`src/rtl/nes_pad_reader_if.sv`:
```
// nes_pad_reader_if: bundles the NES pad reader's control, pad-pin and decoded-button signals.
// Latency: none; wires only.
// Backpressure: none; every signal is a plain level or a one-cycle pulse.
//
// Ports (no clock/reset here; those stay scalar on the reader):
//   enable, poll_now, pad_data[1:0]          host/pins -> reader
//   pad_latch, pad_clk, joy0, joy1, present,
//   valid                                    reader -> pins/host
// master = reader side, slave = host/pin side.
interface nes_pad_reader_if;
  logic       enable;
  logic       poll_now;
  logic [1:0] pad_data;
  logic       pad_latch;
  logic       pad_clk;
  logic [7:0] joy0;
  logic [7:0] joy1;
  logic [1:0] present;
  logic       valid;

  modport master (
    input  enable, poll_now, pad_data,
    output pad_latch, pad_clk, joy0, joy1, present, valid
  );

  modport slave (
    output enable, poll_now, pad_data,
    input  pad_latch, pad_clk, joy0, joy1, present, valid
  );
endinterface

```
`src/rtl/nes_pad_reader.sv`:
```
// nes_pad_reader: polls two NES (4021) pads and decodes them into active-high button words.
// Latency: joy0/joy1/present/valid update LATCH_CYC + 17*HALF_CYC + 1 clocks after a request is accepted.
// Backpressure: none; poll ticks and poll_now seen outside IDLE are dropped, never queued.
//
// Ports:
//   CLK_50M          clock
//   reset            synchronous, active-high
//   bus (master)     enable, poll_now, pad_data[1:0] in (pins active-low, asynchronous);
//                    pad_latch, pad_clk (idle high), joy0/joy1 (bit0 A .. bit7 Right),
//                    present[1:0], valid (one-cycle pulse) out
// HALF_CYC must be at least 3 so the two-flop input synchronizer settles before each sample.
module nes_pad_reader #(
  parameter int LATCH_CYC = 600,
  parameter int HALF_CYC  = 300,
  parameter int POLL_CYC  = 833333
) (
  input logic              CLK_50M,
  input logic              reset,
  nes_pad_reader_if.master bus
);

  localparam int PW     = (POLL_CYC > 2) ? $clog2(POLL_CYC) : 1;
  localparam int PH_MAX = (LATCH_CYC > HALF_CYC) ? LATCH_CYC : HALF_CYC;
  localparam int HW     = (PH_MAX > 2) ? $clog2(PH_MAX) : 1;

  localparam logic [PW-1:0] POLL_LAST  = PW'(POLL_CYC - 1);
  localparam logic [HW-1:0] LATCH_LAST = HW'(LATCH_CYC - 1);
  localparam logic [HW-1:0] HALF_LAST  = HW'(HALF_CYC - 1);

  typedef enum logic [2:0] {
    S_IDLE,
    S_LATCH,
    S_GAP,
    S_CLK_LO,
    S_CLK_HI,
    S_DONE
  } state_t;

  // ---------------------------------------------------------------
  // Input synchronizer; everything downstream uses data_sync only.
  // ---------------------------------------------------------------
  logic [1:0] data_meta;
  logic [1:0] data_sync;
  logic [1:0] pressed;

  always_ff @(posedge CLK_50M) begin
    if (reset) begin
      data_meta <= '0;
      data_sync <= '0;
    end else begin
      data_meta <= bus.pad_data;
      data_sync <= data_meta;
    end
  end

  // Pad pins are active-low: a low pin is a pressed button (or the presence bit).
  assign pressed = ~data_sync;

  // ---------------------------------------------------------------
  // Poll counter: free-running, restarted by every frame start.
  // ---------------------------------------------------------------
  state_t          state;
  logic [PW-1:0]   poll_cnt;
  logic            poll_tick;
  logic            frame_start;

  assign poll_tick   = (poll_cnt == POLL_LAST);
  // A tick coinciding with poll_now still yields a single frame.
  assign frame_start = (state == S_IDLE) && bus.enable && (poll_tick || bus.poll_now);

  always_ff @(posedge CLK_50M) begin
    if (reset) begin
      poll_cnt <= '0;
    end else if (frame_start || poll_tick) begin
      poll_cnt <= '0;
    end else begin
      poll_cnt <= poll_cnt + PW'(1);
    end
  end

  // ---------------------------------------------------------------
  // Frame sequencer with registered pin and result outputs.
  // ---------------------------------------------------------------
  logic [HW-1:0] phase;
  logic [3:0]    bit_idx;
  logic [8:0]    bits0;
  logic [8:0]    bits1;
  logic          latch_q;
  logic          clk_q;
  logic          valid_q;
  logic [7:0]    joy0_q;
  logic [7:0]    joy1_q;
  logic [1:0]    present_q;

  always_ff @(posedge CLK_50M) begin
    if (reset) begin
      state     <= S_IDLE;
      phase     <= '0;
      bit_idx   <= '0;
      bits0     <= '0;
      bits1     <= '0;
      latch_q   <= 1'b0;
      clk_q     <= 1'b1;
      valid_q   <= 1'b0;
      joy0_q    <= '0;
      joy1_q    <= '0;
      present_q <= '0;
    end else begin
      valid_q <= 1'b0;

      case (state)
        S_IDLE: begin
          phase <= '0;
          if (!bus.enable) begin
            joy0_q    <= '0;
            joy1_q    <= '0;
            present_q <= '0;
          end
          if (frame_start) begin
            latch_q <= 1'b1;
            state   <= S_LATCH;
          end
        end

        S_LATCH: begin
          if (phase == LATCH_LAST) begin
            phase   <= '0;
            latch_q <= 1'b0;
            state   <= S_GAP;
          end else begin
            phase <= phase + HW'(1);
          end
        end

        // The pads present bit 0 (A) as soon as they are latched, so it is
        // read at the end of the gap before any clock pulse.
        S_GAP: begin
          if (phase == HALF_LAST) begin
            phase    <= '0;
            bits0[0] <= pressed[0];
            bits1[0] <= pressed[1];
            bit_idx  <= 4'd1;
            clk_q    <= 1'b0;
            state    <= S_CLK_LO;
          end else begin
            phase <= phase + HW'(1);
          end
        end

        S_CLK_LO: begin
          if (phase == HALF_LAST) begin
            phase <= '0;
            clk_q <= 1'b1;
            state <= S_CLK_HI;
          end else begin
            phase <= phase + HW'(1);
          end
        end

        // Sample at the end of the high half so the shifted bit has had
        // HALF_CYC clocks to cross the synchronizer.
        S_CLK_HI: begin
          if (phase == HALF_LAST) begin
            phase          <= '0;
            bits0[bit_idx] <= pressed[0];
            bits1[bit_idx] <= pressed[1];
            if (bit_idx < 4'd8) begin
              bit_idx <= bit_idx + 4'd1;
              clk_q   <= 1'b0;
              state   <= S_CLK_LO;
            end else begin
              // Bit 8 is the presence bit being sampled right now: a real pad
              // has shifted in its grounded serial input (pin low), an empty
              // port floats high. Decode from it directly so the words and
              // valid are all visible during the DONE cycle.
              present_q <= pressed;
              joy0_q    <= pressed[0] ? bits0[7:0] : 8'h00;
              joy1_q    <= pressed[1] ? bits1[7:0] : 8'h00;
              valid_q   <= 1'b1;
              state     <= S_DONE;
            end
          end else begin
            phase <= phase + HW'(1);
          end
        end

        S_DONE: begin
          state <= S_IDLE;
        end

        default: begin
          state <= S_IDLE;
        end
      endcase
    end
  end

  assign bus.pad_latch = latch_q;
  assign bus.pad_clk   = clk_q;
  assign bus.joy0      = joy0_q;
  assign bus.joy1      = joy1_q;
  assign bus.present   = present_q;
  assign bus.valid     = valid_q;

endmodule
```
`src/flat_wrapper.sv`:
```
// flat-port wrapper written by rule: the top's interface ports become plain ports
module nes_pad_reader_flat 
#(
  parameter int LATCH_CYC = 600,
  parameter int HALF_CYC  = 300,
  parameter int POLL_CYC  = 833333
)
  (CLK_50M, reset, bus_enable, bus_poll_now, bus_pad_data, bus_pad_latch, bus_pad_clk, bus_joy0, bus_joy1, bus_present, bus_valid);
  nes_pad_reader_if bus_i ();
  input logic CLK_50M;
  input logic reset;
  input wire logic [$bits(bus_i.enable)-1:0] bus_enable;
  input wire logic [$bits(bus_i.poll_now)-1:0] bus_poll_now;
  input wire logic [$bits(bus_i.pad_data)-1:0] bus_pad_data;
  output wire logic [$bits(bus_i.pad_latch)-1:0] bus_pad_latch;
  output wire logic [$bits(bus_i.pad_clk)-1:0] bus_pad_clk;
  output wire logic [$bits(bus_i.joy0)-1:0] bus_joy0;
  output wire logic [$bits(bus_i.joy1)-1:0] bus_joy1;
  output wire logic [$bits(bus_i.present)-1:0] bus_present;
  output wire logic [$bits(bus_i.valid)-1:0] bus_valid;
  assign bus_i.enable = bus_enable;
  assign bus_i.poll_now = bus_poll_now;
  assign bus_i.pad_data = bus_pad_data;
  assign bus_pad_latch = bus_i.pad_latch;
  assign bus_pad_clk = bus_i.pad_clk;
  assign bus_joy0 = bus_i.joy0;
  assign bus_joy1 = bus_i.joy1;
  assign bus_present = bus_i.present;
  assign bus_valid = bus_i.valid;
  nes_pad_reader #(.LATCH_CYC(LATCH_CYC), .HALF_CYC(HALF_CYC), .POLL_CYC(POLL_CYC)) u_core (.CLK_50M(CLK_50M), .reset(reset), .bus(bus_i));
endmodule
```
`config.mk`:
```
export PLATFORM = sky130hd
export DESIGN_NAME = nes_pad_reader_flat
export DESIGN_NICKNAME = d
export VERILOG_FILES = /design/src/rtl/nes_pad_reader_if.sv /design/src/rtl/nes_pad_reader.sv /design/src/flat_wrapper.sv
export SDC_FILE = /design/constraint.sdc
export NUM_CORES = 1
export LEC_CHECK = 0
export BUFFER_PORTS_ARGS = -buffer_cell sky130_fd_sc_hd__buf_2
export CAP_MARGIN = 25
export CELL_PAD_IN_SITES_DETAIL_PLACEMENT = 1
export CELL_PAD_IN_SITES_GLOBAL_PLACEMENT = 2
export CORE_MARGIN = 2
export CORE_UTILIZATION = 37
export CTS_CLUSTER_DIAMETER = 30
export DETAILED_ROUTE_END_ITERATION = 7
export GPL_TIMING_DRIVEN = 1
export HOLD_SLACK_MARGIN = 0.08
export PLACE_DENSITY_LB_ADDON = 0.1
export SETUP_SLACK_MARGIN = 0.3
export SYNTH_ARGS = -nofsm -noshare
export SYNTH_HDL_FRONTEND = slang
export SYNTH_SLANG_ARGS = --single-unit
```
`constraint.sdc`:
```
create_clock -name CLK_50M -period 2.1 [get_ports CLK_50M]
set_input_delay 0.315 -clock CLK_50M [delete_from_list [all_inputs] [get_ports CLK_50M]]
set_output_delay 0.315 -clock CLK_50M [all_outputs]
set_load 0.01 [all_outputs]
```
==> results.cfg, run 1 <==
[outcome]
status = finished clean

[floorplan]
fp.dieH_um = 101
num_io_pins = 27
fp.dieW_um = 101
rows = 35
start_util_pct = 38.1
dieArea_mm2 = 0.0103
core_area_mm2 = 0.00920

[cells_and_area]
nets = 465
antenna_cells = 0
final_layout_size_suffix_gt1_share_pct = 26.8
syn_to_final_growth_pct = 23.4
final_cell_mix = dfxtp_1, nand3_1, nor2_1, buf_4, a21oi_1
layout_commonest_cell = dfxtp_1

[job]
maxCapViolations = 0

[worst_setup_path]
setup.worst_path.end_class = flip-flop
crit_required_ns = 2.35
critPathKind = flip-flop to flip-flop
worstPathMaxFanout = 8
arrival_ns = 2.03
cp_cell_sequence = buf_4, nor3b_4, buf_4, and4b_2, buf_12, a21oi_2, a311oi_2
crit_top_cell = buf_4
slowest_delay_ns = 0.33
slowest_stage = dfxtp_1
start_kind = flip-flop

[grt]
grt_pass1_wl_um = 15400
track_usage_pct = 19.1
grt_pass1_vias = 3014
grt_max_degree = 46
overflow = 0
grt_antenna_before_repair = 0

[clocking]
insertion_delay_ns = 0.35
cts_max_path_buffers = 2
cts_htree_levels = 3
cts-root-buf = clkbuf_8
numCtsBuffers = 9
path_clk_slew_ns = 0.08
cts_tree = built
cts_hold_buf = 0
cts.sinks = 78

[timing]
report.final.hold_viol_count = 0
setup_viol = 0
skew_ns = 0.00939
worst_slack_ns = 0.322
max_freq_mhz = 562
slew_headroom_pct = 66.0
period_share_pct = 84.7
period_needed_ns = 1.78
drv_slew = 0
setup_tns_ns = 0
rsz0062_at_grt = yes
worstMarginPinSlew_ns = 0.509

[logic_synthesis]
syn_area_mm2 = 0.00350
ys_warn_count = 0
ys_seq_elements = 78
synthCells = 402
seq_area_frac_synth_pct = 44.6
synth-edff-count = 0
synth-main-ff-cell = dfxtp_1
synth_cell_type_count = 57
synth_area_per_cell_um2 = 8.71
async_reset_ff_share_pct = 0
syn_nets = 415

[pwr]
vdd_drop_max_v = 0.000366
leakage_nw = 1.64
powerDensity_mw_per_mm2 = 796

[drt]
drc_errors = 0
vias = 3083
wl_um = 9370
routed_via_density = 5.44
ant_nets = 0
dr.pass1.iters = 4
drt_iter0_drc = 95
routedWlPerCell_um = 16.5

[placed_design]
preCtsSetupSlack_ns = 0.0783
place_congestion = 0.754
dp_hpwl_um = 6320
portBuffers = 26

[hold_path]
hold_path.class = input pin to flip-flop
-- sequential cells by signal, indices dropped and copies added, names as in the netlist --
name,cells
u_core.state,3
u_core.data_meta,2
u_core.bits0,8
u_core.bus.pad_latch,1
u_core.poll_cnt,20
u_core.data_sync,2
u_core.phase,10
u_core.bus.pad_clk,1
u_core.bus.valid,1
u_core.bus.joy1,8
u_core.bits1,8
u_core.bit_idx,4
u_core.bus.joy0,8
u_core.bus.present,2
-- where the power goes --
part | switching [mW] | total [mW] | internal (mW)
registers | 0.0649 | 1.60 | 1.54
clock network | 0.551 | 1.00 | 0.452
logic | 0.501 | 0.838 | 0.338
total | 1.12 | 3.44 | 2.33
-- synthesized netlist by cell type (5+ instances only) --
cell,instances,area [um2]
xor2_1,6,52.6
nor3_1,13,65.1
nor2_1,41,154
and3_1,8,50.1
o21ai_0,5,25.0
dfxtp_1,78,1560
nand2_1,26,97.6
xnor2_1,12,105
a21oi_1,33,165
a311oi_1,9,78.8
mux2i_1,9,90.1
ha_1,7,87.6
nand4_1,6,37.5
inv_1,14,52.6
nor2b_1,6,37.5
clkbuf_1,13,48.8
nand3_1,55,275
-- routing by layer --
metal  share of wire (%)  global-route usage [%]  up-vias
li1                    -                       -     1537
met1                  48                    25.4     1497
met2                  48                    30.8       35
met3                 2.2                    3.38       14
met4                 2.0                    7.80        0
met5                   0                       0        -
-- final cells by class --
cell class | instances | area, um2
flip-flops and latches | 78 | 1580
well taps | 111 | 139
fillers | 1069 | 4870
clock buffers | 11 | 141
clock inverters | 4 | 23.8
inverters | 14 | 52.6
multi-input cells | 289 | 1970
repair buffers | 60 | 423
-- repair_timing --
action,in CTS,in global routing
endpoints found under the setup margin,54,47
pin swaps,4,22
buffers inserted,5,5
resized for setup,17,33
cloned,0,2
-- path summary, 6_finish.rpt --
kind	start	end	slack, ns	cells past startpoint
hold / removal	bus_pad_data[1]	u_core.data_meta[1]	0.17	2
setup / recovery	u_core.state[0]	u_core.bits0[4]	0.32	7
hold reg to reg	u_core.data_meta[1]	u_core.data_sync[1]	0.44	1
setup reg to reg	u_core.state[0]	u_core.bits0[4]	0.32	7
-- critical path: cells and delay by family, from the launching register on --
family	cells	cell delay [ns]
simple gates	2	0.55
compound gates	2	0.28
flops	1	0.33
buf+inv	3	0.51
-- metrics by stage --
stage	util (%)	cell area [um2]	power (mW)	hold WS [ns]	cells
2_1_floorplan	-	3510	2.07	0.414	402
3_3_place_gp	41.9	3860	2.32	0.420	540
3_5_place_dp	41.9	3860	2.35	0.427	540
4_1_cts	45.1	4150	3.43	0.158	560
5_1_grt	47.0	4320	3.65	0.179	567
6_report	47.0	4320	3.44	0.169	567
-- logic make-up after synthesis --
family,count (synthesis),share of synthesized area [%]
multiplexers,9,2.57
flip-flops,78,44.6
adder cells (fa/ha/maj),8,2.79
XOR/XNOR,18,4.50
AND/OR/NAND/NOR,183,28.2
buffers and inverters,35,4.25
AO/OA/AOI/OAI,71,13.1
No activity file was read; power rests on OpenSTA's default activity.
==> run 2, diff against run 1 <==
- ABC_AREA: unset -> 1
- CORE_UTILIZATION: 37 -> 34
- clock period: 2.1 -> 1.7 ns (I/O delays scaled with it)
==> results.cfg, run 2 <==
[job]
maxCapViolations = 0

[logic_synthesis]
ys_seq_elements = 78
async_reset_ff_share_pct = 0
seq_area_frac_synth_pct = 42.0
synth_most_common_cell = nand2_1
synthCells = 514
synth_area_leader_cell = dfxtp_1
synth_cell_type_count = 33
syn_nets = 527
synth_top_area_share_pct = 42.0
synth-main-ff-cell = dfxtp_1
synth.top_cells.by_count = nand2_1, dfxtp_1, inv_1
ys_warn_count = 0
synth_area_leaders = dfxtp_1, nand2_1, a21oi_1, inv_1, nand3_1
syn_area_mm2 = 0.00372
synth-edff-count = 0
synth_area_per_cell_um2 = 7.24

[grt]
grt_pass1_wl_um = 17600
grt_antenna_before_repair = 0
overflow = 0
track_usage_pct = 19.3
grt_pass1_vias = 3585
grt_max_degree = 47

[worst_setup_path]
critPathKind = flip-flop to flip-flop
r2r_end = u_core.bits0[6]
critPathLaunch = u_core.phase[0]
rr_startpoint = u_core.phase[0]
worstPathMaxFanout = 6
setup.worst_path.end_class = flip-flop
arrival_ns = 1.80
reg2reg_slack_ns = 0.14
endpoint = u_core.bits0[6]
crit_required_ns = 1.94
start_kind = flip-flop
ff2ff_path_depth = 9

[floorplan]
start_util_pct = 34.6
fp.dieH_um = 109
rows = 38
core_area_mm2 = 0.0107
dieArea_mm2 = 0.0118
fp.dieW_um = 109
num_io_pins = 27

[drt]
vias = 3645
drt_iter0_drc = 168
routedWlPerCell_um = 15.2
dr.pass1.iters = 4
wl_um = 11300
drc_errors = 0
routed_via_density = 4.93
ant_nets = 0

[pwr]
p_int_mw = 3.36
switchingPower_mw = 2.14
powerDensity_mw_per_mm2 = 1060
seqPwrFrac_pct = 36.5
combPwrFrac_pct = 37.1
leakage_nw = 2.04
swShare_pct = 38.9
vdd_drop_max_v = 0.000372
clkPwrFrac_pct = 26.4

[clocking]
insertion_delay_ns = 0.38
cts.sinks = 78
numCtsBuffers = 9
cts_tree = built
cts_htree_levels = 3
cts_max_path_buffers = 2
cts-root-buf = clkbuf_8
path_clk_slew_ns = 0.09

[cells_and_area]
antenna_cells = 0
nets = 607
largest_reg_flops = 20
syn_to_final_growth_pct = 39.4
final_layout_size_suffix_gt1_share_pct = 37.9
final_cell_mix = nand2_1, dfxtp_1, a21oi_1, inv_1, buf_4
regMostFlops = u_core.poll_cnt
layout_commonest_cell = nand2_1
top_regs = u_core.poll_cnt (20), u_core.phase (10)

[timing]
drv_slew = 0
skew_ns = 0.0101
report.final.hold_viol_count = 0
period_share_pct = 92.0
setup_viol = 0
max_freq_mhz = 640
fin_hold_ws_ns = 0.348
rsz0062_at_grt = yes
slew_headroom_pct = 63.6
setup_tns_ns = 0
worstMarginPinSlew_ns = 0.546
period_needed_ns = 1.56

[placed_design]
place_congestion = 0.820
portBuffers = 26
dp_hpwl_um = 7150

[outcome]
status = finished clean

[hold_path]
hold_path.class = input pin to flip-flop
run 2: cell families after synthesis:
group / synth area share [%]
and+or+nand+nor: 34.3
buffers and inverters: 8.61
DFF: 42.0
AOI/OAI and AO/OA: 10.2
xor gates and xnor gates: 2.59
adders and majority gates: 2.35
run 2: worst min-delay path by stage:
stage | startpoint | to | slack [ns] | cells past startpoint
after floorplan | bus_pad_data[0] | u_core.data_meta[0] | 0.36 | 2
after global placement | u_core.data_meta[0] | u_core.data_sync[0] | 0.39 | 2
after detailed placement | u_core.data_meta[0] | u_core.data_sync[0] | 0.40 | 2
after CTS | reset | u_core.poll_cnt[5] | 0.34 | 5
after global routing | reset | u_core.bus.pad_clk | 0.37 | 4
final | reset | u_core.bus.pad_clk | 0.35 | 4
run 2: cell type report:
type / count / area, um2
Multi-Input combinational cell: 361 / 2270
Clock buffer: 10 / 128
Inverter: 64 / 253
Clock inverter: 6 / 71.3
Timing Repair Buffer: 80 / 674
Fill cell: 1316 / 5560
Tap cell: 140 / 175
Sequential cell: 78 / 1610
run 2: per-stage QoR:
step | instances | instance area [um2] | utilization, % | total power [mW] | worst slack [ns]
final | 739 | 5190 | 48.3 | 5.50 | 0.136
after global routing | 739 | 5190 | 48.3 | 5.83 | 0.0512
after CTS | 715 | 4690 | 43.7 | 5.25 | 0.186
after detailed placement | 683 | 4160 | 38.8 | 3.41 | 0.109
after global placement | 683 | 4160 | 38.8 | 3.40 | 0.0960
after floorplan | 514 | 3770 | - | 3.01 | 0.254
run 2: critical path, stage by stage (launching register included):
cell,delay (ns)
dfxtp_2,0.36
ha_4,0.16
nand3_2,0.08
nor2_2,0.11
nand3_2,0.11
nor2_4,0.24
buf_12,0.16
nand2_2,0.05
nand2_1,0.09
a21oi_1,0.07
run 2: what timing repair did:
action                     CTS  global route
cloned                       2             6
buffers inserted            12            18
setup endpoints to repair   72            72
resized for setup           74            69
hold endpoints to repair     2             0
pin swaps                   10            34
hold buffers                 2             0
run 2: per-layer routing:
layer / part of all wire [%] / vias to the layer above / GRT usage (%)
li1: - / 1849 / -
met1: 50 / 1749 / 25.6
met2: 46 / 34 / 30.4
met3: 2.4 / 13 / 3.77
met4: 1.7 / 0 / 8.70
met5: 0 / - / 0
run 2: power groups by stage:
stage               clock (mW)  combinational (mW)  sequential [mW]
global placement             0                1.36             2.04
global route              1.59                2.22             2.02
detailed placement           0                1.36             2.05
floorplan                    0               0.987             2.03
finish                    1.45                2.04             2.01
CTS                       1.51                1.73             2.01
==> run 3, diff against run 2 <==
- ABC_AREA: 1 -> unset
- CORE_UTILIZATION: 34 -> 37
==> results.cfg, run 3 (same netlist as run 1, synthesis figures left out) <==
[cells_and_area]
regMostFlops = u_core.poll_cnt
top_regs = u_core.poll_cnt (20), u_core.phase (10)
final_cell_mix = dfxtp_1, buf_4, nand3_2, buf_2, nand2_1
largest_reg_flops = 20
layout_commonest_cell = dfxtp_1
antenna_cells = 0
utilization_pct = 60.9
nets = 510
final_layout_size_suffix_gt1_share_pct = 52.4
syn_to_final_growth_pct = 59.8

[timing]
drv_slew = 0
worst_slack_ns = -0.0686
skew_ns = 0.0130
worstMarginPinSlew_ns = 0.574
max_freq_mhz = 565
slew_headroom_pct = 61.7
rsz0062_at_grt = yes
fin_hold_ws_ns = 0.102
period_needed_ns = 1.77
setup_viol = 9
period_share_pct = 104
report.final.hold_viol_count = 0

[grt]
track_usage_pct = 20.4
grt_max_degree = 28
grt_pass1_wl_um = 16600
grt_pass1_vias = 3341
grt_antenna_before_repair = 0
overflow = 0

[clocking]
cts_max_path_buffers = 2
cts-root-buf = clkbuf_8
cts.sinks = 78
cts_tree = built
cts_htree_levels = 3
insertion_delay_ns = 0.36
path_clk_slew_ns = 0.08
numCtsBuffers = 9

[drt]
routed_via_density = 5.55
ant_nets = 0
vias = 3404
drt_iter0_drc = 90
drc_errors = 0
routedWlPerCell_um = 19.6
wl_um = 12000
dr.pass1.iters = 4

[hold_path]
holdPathEnd = u_core.data_meta[0]
min_from = bus_pad_data[0]
hold_depth = 2
hold_path.class = input pin to flip-flop

[floorplan]
start_util_pct = 38.1
rows = 35
core_area_mm2 = 0.00920
num_io_pins = 27
fp.dieH_um = 101
dieArea_mm2 = 0.0103
fp.dieW_um = 101

[placed_design]
dp_hpwl_um = 6650
place_congestion = 0.747
portBuffers = 26
preCtsSetupSlack_ns = -0.162

[worst_setup_path]
crit_required_ns = 1.93
start_kind = flip-flop
slowest_stage = dfxtp_2
rr_startpoint = u_core.phase[9]
setup.worst_path.end_class = flip-flop
worstPathMaxFanout = 3
cp_cell_sequence = or2_4, nor3_4, buf_6, buf_6, buf_6, a21boi_0, a221oi_1, nor2_1
ff2ff_path_depth = 8
cp_top_family = simple AND/OR/NAND/NOR gates
path_buf_inv = 3
crit_top_cell = buf_6
critPathKind = flip-flop to flip-flop
slowest_delay_ns = 0.34
reg2reg_slack_ns = -0.07
r2r_end = u_core.state[1]
arrival_ns = 2.00

[job]
maxCapViolations = 0

[pwr]
powerDensity_mw_per_mm2 = 940
leakage_nw = 2.05
vdd_drop_max_v = 0.000600

[outcome]
violations = negative setup slack
status = finished with violations
==> run 3: cell types whose count changed in the layout (fill, tap and decap cells not counted), sizes merged, moves of 11 or more <==
cell	before	now
a21oi	54	35
xnor2	1	12
nand4	23	6
buf	74	99
nand2	115	26
nand3	44	55
nor2	63	41
inv	65	14
==> run 3: stage by stage <==
stage	TNS [ns]	instances	power (mW)	cell area (um2)
after floorplan	0	402	2.63	3700
after global placement	-0.582	565	3.06	4250
after detailed placement	-1.69	565	3.09	4250
after CTS	-0.0446	593	4.97	4800
after global routing	-2.98	613	5.48	5600
final	-0.203	613	5.26	5600
==> run 3: power breakdown <==
| group | internal, mW | switching [mW] | total (mW) | leakage (nW) |
|---|---|---|---|---|
| registers | 1.91 | 0.0797 | 1.99 | 0.638 |
| clock network | 0.832 | 0.738 | 1.57 | 0.0998 |
| logic | 0.779 | 0.929 | 1.71 | 1.32 |
| total | 3.52 | 1.75 | 5.26 | 2.05 |
==> run 3: cell type report <==
cell class	instances	area, um2
repair buffers	105	978
well taps	111	139
clock inverters	5	83.8
clock buffers	11	131
multi-input cells	289	2620
fillers	987	3600
flip-flops and latches	78	1590
inverters	14	52.6
==> run 3: worst max path at each step <==
stage | start | end | slack [ns] | cells past startpoint
5_1_grt | u_core.phase[6] | u_core.state[1] | -0.15 | 8
3_3_place_gp | u_core.phase[1] | u_core.state[0] | -0.09 | 7
2_1_floorplan | u_core.phase[1] | u_core.bits0[7] | 0.02 | 8
6_report | u_core.phase[9] | u_core.state[1] | -0.07 | 8
4_1_cts | u_core.phase[0] | u_core.bits1[7] | -0.01 | 7
3_5_place_dp | u_core.state[1] | u_core.phase[5] | -0.16 | 5
==> run 3: timing repair <==
item	4_1_cts	5_1_grt
hold buffers	0	0
setup buffers	11	12
endpoints found under the setup margin	74	74
resized for setup	51	119
gates cloned	1	8
pin swaps	24	55
==> run 3: routing by layer <==
metal	wire length (um)	vias to the layer above	global-route usage, %
li1	-	1632	-
met1	5270	1690	26.3
met2	6200	60	34.2
met3	312	22	4.14
met4	251	0	6.86
met5	0	-	0
